<file path="src/rtl/vend_pkg.sv">
// Shared types and constants for the vending sequencing controller.
package vend_pkg;

    typedef enum logic [1:0] {IDLE, CREDIT, DISPENSE, CHANGE} state_t;

    typedef logic [1:0] coin_t;

    localparam coin_t COIN_NONE = 2'd0;
    localparam coin_t COIN_ONE  = 2'd1;
    localparam coin_t COIN_TWO  = 2'd2;
    localparam coin_t COIN_BAD  = 2'd3;

    localparam int TMR_W = 16;

    // Credit value of a coin event; invalid and empty events are worth nothing.
    function automatic logic [1:0] coin_value(input coin_t coin);
        case (coin)
            COIN_ONE: return 2'd1;
            COIN_TWO: return 2'd2;
            default:  return 2'd0;
        endcase
    endfunction

endpackage

</file>
<file path="src/rtl/vend_seq_ctrl_if.sv">
// Coin, selection and actuator handshake bundle of the vending controller.
interface vend_seq_ctrl_if
    import vend_pkg::*;
#(
    parameter int N_PROD  = 4,
    parameter int PRICE_W = 4
);
    localparam int ID_W = (N_PROD > 1) ? $clog2(N_PROD) : 1;

    coin_t                     coin;
    logic                      sel_valid;
    logic [ID_W-1:0]           sel_id;
    logic                      cancel;
    logic [N_PROD*PRICE_W-1:0] price_cfg;
    logic                      disp_req;
    logic [ID_W-1:0]           disp_id;
    logic                      disp_done;
    logic                      chg_req;
    logic                      chg_ack;
    logic                      coin_reject;
    logic                      sold;
    logic [PRICE_W-1:0]        credit;
    logic                      busy;

    modport master (
        output coin, sel_valid, sel_id, cancel, price_cfg, disp_done, chg_ack,
        input  disp_req, disp_id, chg_req, coin_reject, sold, credit, busy
    );

    modport slave (
        input  coin, sel_valid, sel_id, cancel, price_cfg, disp_done, chg_ack,
        output disp_req, disp_id, chg_req, coin_reject, sold, credit, busy
    );

endinterface

</file>
<file path="src/rtl/vend_idle_timer.sv">
// Inactivity counter: clears on demand, counts while enabled, holds at TIMEOUT.
module vend_idle_timer
    import vend_pkg::*;
#(
    parameter int TIMEOUT = 1000
) (
    input  logic clk,
    input  logic rst,
    input  logic i_clear,
    input  logic i_en,
    output logic o_expired
);

    logic [TMR_W-1:0] r_count;

    always_ff @(posedge clk or negedge rst) begin
        if (!rst) begin
            r_count <= '0;
        end else if (i_clear) begin
            r_count <= '0;
        end else if (i_en && !o_expired) begin
            r_count <= r_count + 1'b1;
        end
    end

    assign o_expired = (r_count == TMR_W'(TIMEOUT));

endmodule

</file>
<file path="src/rtl/vend_seq_ctrl.sv">
// Vending sequencer: credit accumulation, price check, dispense and change
// handshakes, with refund on cancel or inactivity.
module vend_seq_ctrl
    import vend_pkg::*;
#(
    parameter int N_PROD  = 4,
    parameter int PRICE_W = 4,
    parameter int TIMEOUT = 1000
) (
    input  logic            clk,
    input  logic            rst,
    vend_seq_ctrl_if.slave  bus
);

    localparam int                 ID_W       = (N_PROD > 1) ? $clog2(N_PROD) : 1;
    localparam logic [PRICE_W-1:0] CREDIT_MAX = '1;

    state_t             r_state, w_state_nxt;
    logic [PRICE_W-1:0] r_credit, w_credit_nxt;
    logic [ID_W-1:0]    r_disp_id, w_disp_id_nxt;
    logic               r_coin_reject, w_coin_reject_nxt;
    logic               r_sold, w_sold_nxt;
    logic               r_disp_req, r_chg_req, r_busy;
    logic               w_tmr_clear, w_tmr_expired;
    logic [PRICE_W-1:0] w_price;
    logic [1:0]         w_coin_val;
    logic [PRICE_W:0]   w_coin_sum;
    logic               w_coin_fits, w_sel_ok;

    vend_idle_timer #(.TIMEOUT(TIMEOUT)) u_timer (
        .clk       (clk),
        .rst       (rst),
        .i_clear   (w_tmr_clear),
        .i_en      (r_state == CREDIT),
        .o_expired (w_tmr_expired)
    );

    // Out-of-range ids (non power-of-two N_PROD) read as a disabled product.
    always_comb begin
        w_price = '0;
        for (int i = 0; i < N_PROD; i++) begin
            if (bus.sel_id == ID_W'(i)) begin
                w_price = bus.price_cfg[i*PRICE_W +: PRICE_W];
            end
        end
    end

    assign w_coin_val  = coin_value(bus.coin);
    assign w_coin_sum  = {1'b0, r_credit} + (PRICE_W+1)'(w_coin_val);
    assign w_coin_fits = (w_coin_val != 2'd0) && (w_coin_sum <= {1'b0, CREDIT_MAX});
    assign w_sel_ok    = bus.sel_valid && (w_price != '0) && (r_credit >= w_price);

    // Any coin is returned unless a branch below explicitly banks it.
    always_comb begin
        w_state_nxt       = r_state;
        w_credit_nxt      = r_credit;
        w_disp_id_nxt     = r_disp_id;
        w_coin_reject_nxt = (bus.coin != COIN_NONE);
        w_sold_nxt        = 1'b0;
        w_tmr_clear       = 1'b0;
        case (r_state)
            IDLE: begin
                if (w_coin_fits) begin
                    w_credit_nxt      = w_coin_sum[PRICE_W-1:0];
                    w_coin_reject_nxt = 1'b0;
                    w_tmr_clear       = 1'b1;
                    w_state_nxt       = CREDIT;
                end
            end
            CREDIT: begin
                if (w_tmr_expired || bus.cancel) begin
                    w_state_nxt = CHANGE;
                end else if (w_sel_ok) begin
                    w_credit_nxt  = r_credit - w_price;
                    w_disp_id_nxt = bus.sel_id;
                    w_state_nxt   = DISPENSE;
                end else if (w_coin_fits) begin
                    w_credit_nxt      = w_coin_sum[PRICE_W-1:0];
                    w_coin_reject_nxt = 1'b0;
                    w_tmr_clear       = 1'b1;
                end
            end
            DISPENSE: begin
                if (bus.disp_done) begin
                    w_sold_nxt  = 1'b1;
                    w_state_nxt = (r_credit != '0) ? CHANGE : IDLE;
                end
            end
            CHANGE: begin
                if (bus.chg_ack && (r_credit != '0)) begin
                    w_credit_nxt = r_credit - 1'b1;
                    if (r_credit == PRICE_W'(1)) begin
                        w_state_nxt = IDLE;
                    end
                end else if (r_credit == '0) begin
                    w_state_nxt = IDLE;
                end
            end
            default: w_state_nxt = IDLE;
        endcase
    end

    always_ff @(posedge clk or negedge rst) begin
        if (!rst) begin
            r_state       <= IDLE;
            r_credit      <= '0;
            r_disp_id     <= '0;
            r_coin_reject <= 1'b0;
            r_sold        <= 1'b0;
            r_disp_req    <= 1'b0;
            r_chg_req     <= 1'b0;
            r_busy        <= 1'b0;
        end else begin
            r_state       <= w_state_nxt;
            r_credit      <= w_credit_nxt;
            r_disp_id     <= w_disp_id_nxt;
            r_coin_reject <= w_coin_reject_nxt;
            r_sold        <= w_sold_nxt;
            r_disp_req    <= (w_state_nxt == DISPENSE);
            r_chg_req     <= (w_state_nxt == CHANGE);
            r_busy        <= (w_state_nxt == DISPENSE) || (w_state_nxt == CHANGE);
        end
    end

    assign bus.disp_req    = r_disp_req;
    assign bus.disp_id     = r_disp_id;
    assign bus.chg_req     = r_chg_req;
    assign bus.coin_reject = r_coin_reject;
    assign bus.sold        = r_sold;
    assign bus.credit      = r_credit;
    assign bus.busy        = r_busy;

endmodule
</file>
<file path="src/flat_wrapper.sv">
// flat-port wrapper written by rule: the top's interface ports become plain ports
module vend_seq_ctrl_flat import vend_pkg::*;
#(
    parameter int N_PROD  = 4,
    parameter int PRICE_W = 4,
    parameter int TIMEOUT = 1000
)
  (clk, rst, bus_coin, bus_sel_valid, bus_sel_id, bus_cancel, bus_price_cfg, bus_disp_done, bus_chg_ack, bus_disp_req, bus_disp_id, bus_chg_req, bus_coin_reject, bus_sold, bus_credit, bus_busy);
  vend_seq_ctrl_if #(.N_PROD(N_PROD), .PRICE_W(PRICE_W)) bus_i ();
  input  logic clk;
  input  logic rst;
  input wire logic [$bits(bus_i.coin)-1:0] bus_coin;
  input wire logic [$bits(bus_i.sel_valid)-1:0] bus_sel_valid;
  input wire logic [$bits(bus_i.sel_id)-1:0] bus_sel_id;
  input wire logic [$bits(bus_i.cancel)-1:0] bus_cancel;
  input wire logic [$bits(bus_i.price_cfg)-1:0] bus_price_cfg;
  input wire logic [$bits(bus_i.disp_done)-1:0] bus_disp_done;
  input wire logic [$bits(bus_i.chg_ack)-1:0] bus_chg_ack;
  output wire logic [$bits(bus_i.disp_req)-1:0] bus_disp_req;
  output wire logic [$bits(bus_i.disp_id)-1:0] bus_disp_id;
  output wire logic [$bits(bus_i.chg_req)-1:0] bus_chg_req;
  output wire logic [$bits(bus_i.coin_reject)-1:0] bus_coin_reject;
  output wire logic [$bits(bus_i.sold)-1:0] bus_sold;
  output wire logic [$bits(bus_i.credit)-1:0] bus_credit;
  output wire logic [$bits(bus_i.busy)-1:0] bus_busy;
  assign bus_i.coin = bus_coin;
  assign bus_i.sel_valid = bus_sel_valid;
  assign bus_i.sel_id = bus_sel_id;
  assign bus_i.cancel = bus_cancel;
  assign bus_i.price_cfg = bus_price_cfg;
  assign bus_i.disp_done = bus_disp_done;
  assign bus_i.chg_ack = bus_chg_ack;
  assign bus_disp_req = bus_i.disp_req;
  assign bus_disp_id = bus_i.disp_id;
  assign bus_chg_req = bus_i.chg_req;
  assign bus_coin_reject = bus_i.coin_reject;
  assign bus_sold = bus_i.sold;
  assign bus_credit = bus_i.credit;
  assign bus_busy = bus_i.busy;
  vend_seq_ctrl #(.N_PROD(N_PROD), .PRICE_W(PRICE_W), .TIMEOUT(TIMEOUT)) u_core (.clk(clk), .rst(rst), .bus(bus_i));
endmodule
</file>
<file path="config.mk">
export PLATFORM = sky130hd
export DESIGN_NAME = vend_seq_ctrl_flat
export DESIGN_NICKNAME = d
export VERILOG_FILES = /design/src/rtl/vend_pkg.sv /design/src/rtl/vend_seq_ctrl_if.sv /design/src/rtl/vend_idle_timer.sv /design/src/rtl/vend_seq_ctrl.sv /design/src/flat_wrapper.sv
export SDC_FILE = /design/constraint.sdc
export NUM_CORES = 1
export LEC_CHECK = 0
export CAP_MARGIN = 10
export CELL_PAD_IN_SITES_DETAIL_PLACEMENT = 1
export CELL_PAD_IN_SITES_GLOBAL_PLACEMENT = 1
export CORE_MARGIN = 3
export CORE_UTILIZATION = 35
export DETAILED_ROUTE_END_ITERATION = 16
export PLACE_DENSITY = 0.73
export SETUP_SLACK_MARGIN = 0.4
export SLEW_MARGIN = 10
export SYNTH_ARGS = -nofsm -noshare
export SYNTH_HDL_FRONTEND = slang
export SYNTH_SLANG_ARGS = --single-unit
</file>
<file path="constraint.sdc">
create_clock -name clk -period 2.4 [get_ports clk]
set_clock_uncertainty 0.15 [all_clocks]
set_input_delay 0.48 -clock clk [delete_from_list [all_inputs] [get_ports clk]]
set_output_delay 0.48 -clock clk [all_outputs]
set_load 0.05 [all_outputs]
</file>
== After elaboration in Yosys (flattened, before gate mapping) ==
Index checks and enable logic that the tools add are counted.

* Bits in registers: 29
* Output and inout bits: 11

* Equality and inequality tests: 14
* Bitwise gates (word level): 1
* Add/sub/neg operators: 4
* Reductions and logical operators: 19
* Order comparisons: 2
* Multiplexer cells: 31

{| class="wikitable"
|+ Operators with widths
! cell !! count
|-
| 2-to-1 mux 16 bit || 2
|-
| 2-to-1 mux 4 bit || 8
|-
| adder 16 x 1 -> 16 bit (second input constant) || 1
|-
| == test 16 x 10 -> 1 bit (second input constant) || 1
|-
| 2-to-1 mux 2 bit || 8
|-
| == test 2 bit (second input constant) || 7
|-
| one-hot mux 4 bit (3 select lines) || 1
|-
| 2-to-1 mux 1 bit || 8
|-
| one-hot mux 2 bit (4 select lines) || 1
|-
| nonzero test 4 bit || 2
|-
| == test 2 x 1 -> 1 bit (second input constant) || 3
|-
| AND reduction 3 bit || 2
|-
| nonzero test 2 bit || 3
|-
| adder 4 x 2 -> 5 bit || 1
|-
| <= comparator 5 x 4 -> 1 bit (second input constant) || 1
|-
| logical AND 1 bit || 5
|-
| == test 4 x 1 -> 1 bit (second input constant) || 1
|-
| >= comparator 4 bit || 1
|-
| logical NOT 2 bit || 2
|-
| logical NOT 4 bit || 1
|-
| one-hot mux 1 bit (2 select lines) || 2
|-
| one-hot mux 2 bit (2 select lines) || 1
|-
| subtractor 4 x 1 -> 4 bit (second input constant) || 1
|-
| subtractor 4 bit || 1
|-
| other kinds (6) || 7
|}

== Logic depth before layout (Yosys ltp) ==
* Depth after elaboration: 13
* Depth in mapped cells: 10
* Mapped depth without buffers: 9

== Hierarchy ==
From an unflattened synthesis, not the netlist that was laid out.

* Cells, all modules: 221
* Area, all modules: 2105.8 um^2

{| class="wikitable"
|+ Modules (own cells, without submodules)
! module !! area an instance (um^2) !! seq. area each (um^2) !! cells an instance !! instances
|-
| vend_seq_ctrl || 1201.2 || 300.3 || 130 || 1
|-
| vend_idle_timer || 904.6 || 400.4 || 91 || 1
|}

== Worst setup path before layout ==
No wires, ideal clock.

* Path kind: input to register
* Start: input bus_sel_id[0]
* End: register u_core.r_disp_id[0] (netlist: u_core.bus.disp_id[0])
* Cell stages on the path: 8
* Buffers on the path: 0
* Required time: 2.125 ns
* Path slack: -0.588 ns
* Data arrival time: 2.713 ns
* Cells stage by stage: mux4_1 ha_1 fa_1 a21boi_0 o21ai_1 and3_4 nand3_1 mux2_2

* Word-level cells in the longest chain between the ends: 9
* Elaborated cells between the ends (all ways): 13
* Those cells by class: 1 x order compare; 3 x eq/ne; 4 x mux; 5 x reduce/logical

{| class="wikitable"
|+ Ends and longest elaborated chain
! what !! line !! text
|-
| start, declared || flat_wrapper.sv:14 || <nowiki>input wire logic [$bits(bus_i.sel_id)-1:0] bus_sel_id;</nowiki>
|-
| parallel branches: the longest is 9 deep, another holds >= comparator 4 bit || n/a ||
|-
| end signal, assigned || vend_seq_ctrl.sv:116 || <nowiki>r_disp_id <= w_disp_id_nxt;</nowiki>
|-
| end, declared || vend_seq_ctrl.sv:20 || <nowiki>logic [ID_W-1:0] r_disp_id, w_disp_id_nxt;</nowiki>
|}

Several ways; the timed one is not identified.
A chain may end at the register's enable or synchronous reset.

== Worst setup path after layout ==
* Start: input bus_price_cfg[13]
* End: register u_core.r_credit[0] (netlist: u_core.bus.credit[0])

* Word-level cells in the longest chain between the ends: 7
* Elaborated cells between the ends (all ways): 8
* Those cells by class: 1 x order compare; 4 x mux; 3 x reduce/logical

{| class="wikitable"
|+ Ends and longest elaborated chain
! what !! line !! text
|-
| start, declared || flat_wrapper.sv:16 || <nowiki>input wire logic [$bits(bus_i.price_cfg)-1:0] bus_price_cfg;</nowiki>
|-
| 2-to-1 mux 4 bit (*) || vend_seq_ctrl.sv:42 || <nowiki>if (bus.sel_id == ID_W'(i)) begin</nowiki>
|-
| parallel branches: the longest is 2 deep, another holds >= comparator 4 bit || n/a ||
|-
| logical AND 1 bit (*) || vend_seq_ctrl.sv:51 || <nowiki>assign w_sel_ok = bus.sel_valid && (w_price != '0) && (r_credit >= w_price);</nowiki>
|-
| 2-to-1 mux 4 bit (*) || vend_seq_ctrl.sv:73 || <nowiki>end else if (w_sel_ok) begin</nowiki>
|-
| 2-to-1 mux 4 bit (*) || vend_seq_ctrl.sv:71 || <nowiki>if (w_tmr_expired || bus.cancel) begin</nowiki>
|-
| one-hot mux 4 bit (3 select lines) (*) || vend_seq_ctrl.sv:61 || <nowiki>case (r_state)</nowiki>
|-
| end signal, assigned || vend_seq_ctrl.sv:115 || <nowiki>r_credit <= w_credit_nxt;</nowiki>
|-
| end, declared || vend_seq_ctrl.sv:19 || <nowiki>logic [PRICE_W-1:0] r_credit, w_credit_nxt;</nowiki>
|}

Every way passes the cells marked *. The select of a mux whose other input is x is not followed.

==> metrics <==
synth warn 0; Synth Flop Type dfrtp_1; mux contribution to synthesized area 7.82%; core area 5570 um^2; Worst Setup End Kind flop; power share of the clock group 10.7%; post-DP HPWL between 4000 and 5000 um; flops & latches, synth 29; syn nets 253; vias in the first global route approximately 2,300; final setup vio count 27; run status finished, violations left; Row Count 27; Synth Cell Area 2050 um^2; fin crit share 110%; r2r endpoint u_core.u_timer.r_count[4]$_DFFE_PN0P_; Port Buffers 36; Max Clk Rate between 300 and 400 MHz; Min-Delay Path Depth 1; worst min-delay path class reg -> reg; vias per std cell 5.41; Slew @ Worst Pin 0.603 ns; PD cells roughly 1200 nW/um^2; worst r2r src u_core.bus.credit[0]$_DFFE_PN0P_; DRC errors left 0; endpoints failing hold 0; Worst-path clk slew 0.06 ns; sequential power share around a fifth; Initial DRT Pass Iterations 4; CTS Buf Count 5; Max-slew headroom 59.7%; Synth Area in Simple Gates 20.3%; I/O Pins 37; Clock Sinks 29; total global-route track usage 23.1%; Starting Density around 37%; Vias 2,017; Routed WL per cell 19.9 um; Pins Over Slew Limit 0; RePlAce Congestion 0.880; unrepaired setup endpoints after global routing true; largest net degree at the start of global routing 30; sequential area share after synthesis between 30% and 40%; Pint about 2.1 mW; ANT cells 0; Area contributors post-synth dfrtp_1 (35%), ha_1 (7.9%), mux4_1 (5.1%); largest family of logic cells by synthesized area simple AND/OR/NAND/NOR gates; cell taking the most area after synthesis dfrtp_1; Max-cap violations 0; Yosys top cell area share 35.4%; Gate power share 68.7%; R2R Setup Slk -0.09 ns; die area 6810 um^2; crit start category input pin; area grow syn2layout 58.0%; antenna violations before repair 0; Worst VDD drop 0.000569 V; Clock H-tree levels 2; Power Total 3.89 mW; Net Sw Frac 46.2%; Post-synth EDFFs 0; most common cell after layout, fill and taps aside buf_4; CP required around 2.5 ns; compound-gate portion of the synthesized area 14.5%; beginning of the worst hold path u_core.bus.disp_id[1]$_DFFE_PN0P_; DIE HEIGHT 82.5 um; post-synthesis adder-cell area fraction 9.90%; DRT iter0 DRCs 60; Post-Route WL 7440 um; cells on worst reg2reg path 9; Max clock buf depth 2; failing checks setup timing; share of cells above drive strength 1 43.2%; post-synth cell types 49; crit path DAT around 2.7 ns; fin util about three fifths; Antenna Nets Post-Route 0; net switching power 1.79 mW; Hold EP u_core.bus.disp_id[1]$_DFFE_PN0P_; asr flop ratio synth between 90% and 100%; Post-layout nets 342; CP Class in -> reg; Die X 82.5 um; most frequent cells in the layout buf_4 (48), dfrtp_1 (27), dlygate4sd2_1 (19); Remaining Overflow, GRT 0; Min Clock Period, post-route around 2.6 ns; Post-Synth XOR/XNOR Area 7.70%; Lkg Pwr 1.40 nW; CTS Hold Buffers Added 0; syn avg cell area between 9 and 10 um^2; worst-path fanout max 3; Worst-Skew Late Latency 0.29 ns; setup ws final -0.229 ns; Synth Instances 212; first-pass GRT wire length 11,500 um; Root Buffer Master clkbuf_8; TritonCTS clock tree built
-- repair_timing --
item	CTS	global route
setup endpoints to repair	38	30
buffers inserted	11	2
gates resized for setup	105	12
cloned	2	0
pin swaps	29	14
-- power groups by stage --
stage	clock [mW]	sequential, mW	combinational [mW]
3_3_place_gp	0	0.783	2.03
5_1_grt	0.450	0.827	2.87
2_1_floorplan	0	1.04	1.03
4_1_cts	0.421	0.797	2.47
3_5_place_dp	0	0.792	2.08
6_report	0.417	0.800	2.67
-- Yosys cell counts, drive strengths merged, types with 4 or more instances --
cell	number
ha	13
and3	4
dfrtp	29
nand2	18
a21oi	10
nor2	23
nor3	7
clkbuf	5
xnor2	10
xor2	8
nand3	7
inv	13
o21ai	7
nand4	5
mux2	4
mux4	4
-- worst max-delay path, cell delays in order --
cell	delay [ns]
dlygate4sd2_1	0.23
mux4_2	0.54
fa_2	0.39
a21boi_4	0.15
o21ai_2	0.15
buf_4	0.15
nand4_1	0.15
o221a_2	0.33
a2bb2oi_2	0.11
-- per-stage QoR --
stage / std cells / area, um^2 / TNS (ns) / hold slack, ns / worst slack, ns
5_1_grt: 373 / 3240 / -6.36 / 0.392 / -0.281
4_1_cts: 371 / 3170 / -4.51 / 0.375 / -0.232
3_5_place_dp: 351 / 2790 / -24.94 / 0.367 / -0.989
2_1_floorplan: 212 / 2080 / -5.50 / 0.0344 / -0.342
3_3_place_gp: 351 / 2790 / -22.45 / 0.341 / -0.900
6_report: 373 / 3240 / -4.92 / 0.360 / -0.229
-- sequential cells by signal (all words and copies together) (netlist names) --
signal	flops
u_core.u_timer.r_count	16
u_core.bus.credit	4
u_core.bus.busy	1
u_core.r_state	2
u_core.bus.chg_req	1
u_core.bus.disp_req	1
u_core.bus.coin_reject	1
u_core.bus.sold	1
u_core.bus.disp_id	2
-- logic make-up (layout without fill, tap and decap cells) --
| kind of cell | after synthesis | after routing |
|---|---|---|
| flops | 29 | 29 |
| xor+xnor | 18 | 18 |
| buf+inv | 21 | 110 |
| simple gates | 81 | 81 |
| mux | 9 | 9 |
| fa+ha+maj | 15 | 15 |
| compound gates | 39 | 39 |
-- how the worst max path moves through the flow --
stage / startpoint / endpoint / slack (ns) / cells past startpoint
2_1_floorplan: bus_sel_id[0] / u_core.bus.disp_id[0]$_DFFE_PN0P_ / -0.34 / 8
3_3_place_gp: bus_sel_id[0] / u_core.bus.disp_id[0]$_DFFE_PN0P_ / -0.90 / 9
3_5_place_dp: bus_sel_id[0] / u_core.bus.disp_id[0]$_DFFE_PN0P_ / -0.99 / 9
4_1_cts: bus_sel_id[0] / u_core.u_timer.r_count[1]$_DFFE_PN0P_ / -0.23 / 11
5_1_grt: bus_sel_id[0] / u_core.bus.credit[1]$_DFFE_PN0P_ / -0.28 / 10
6_report: bus_price_cfg[13] / u_core.bus.credit[0]$_DFFE_PN0P_ / -0.23 / 9
-- final cells by class --
cell class | instances | area, um^2
fill | 631 | 2340
multi-input combinational | 162 | 1500
timing repair buffer | 90 | 786
sequential | 29 | 728
tap | 72 | 90.1
clock buffer | 7 | 86.3
inverter | 13 | 48.8
-- per-layer routing --
layer  global-route usage (%)  routed length, um  vias up
met3                     3.69                164       26
met1                     26.7               3090     1001
met4                     12.1                320        0
met2                     40.8               3860       51
li1                         -                  -      939
met5                        0                  0        -
No activity file was read; power rests on OpenSTA's default activity.
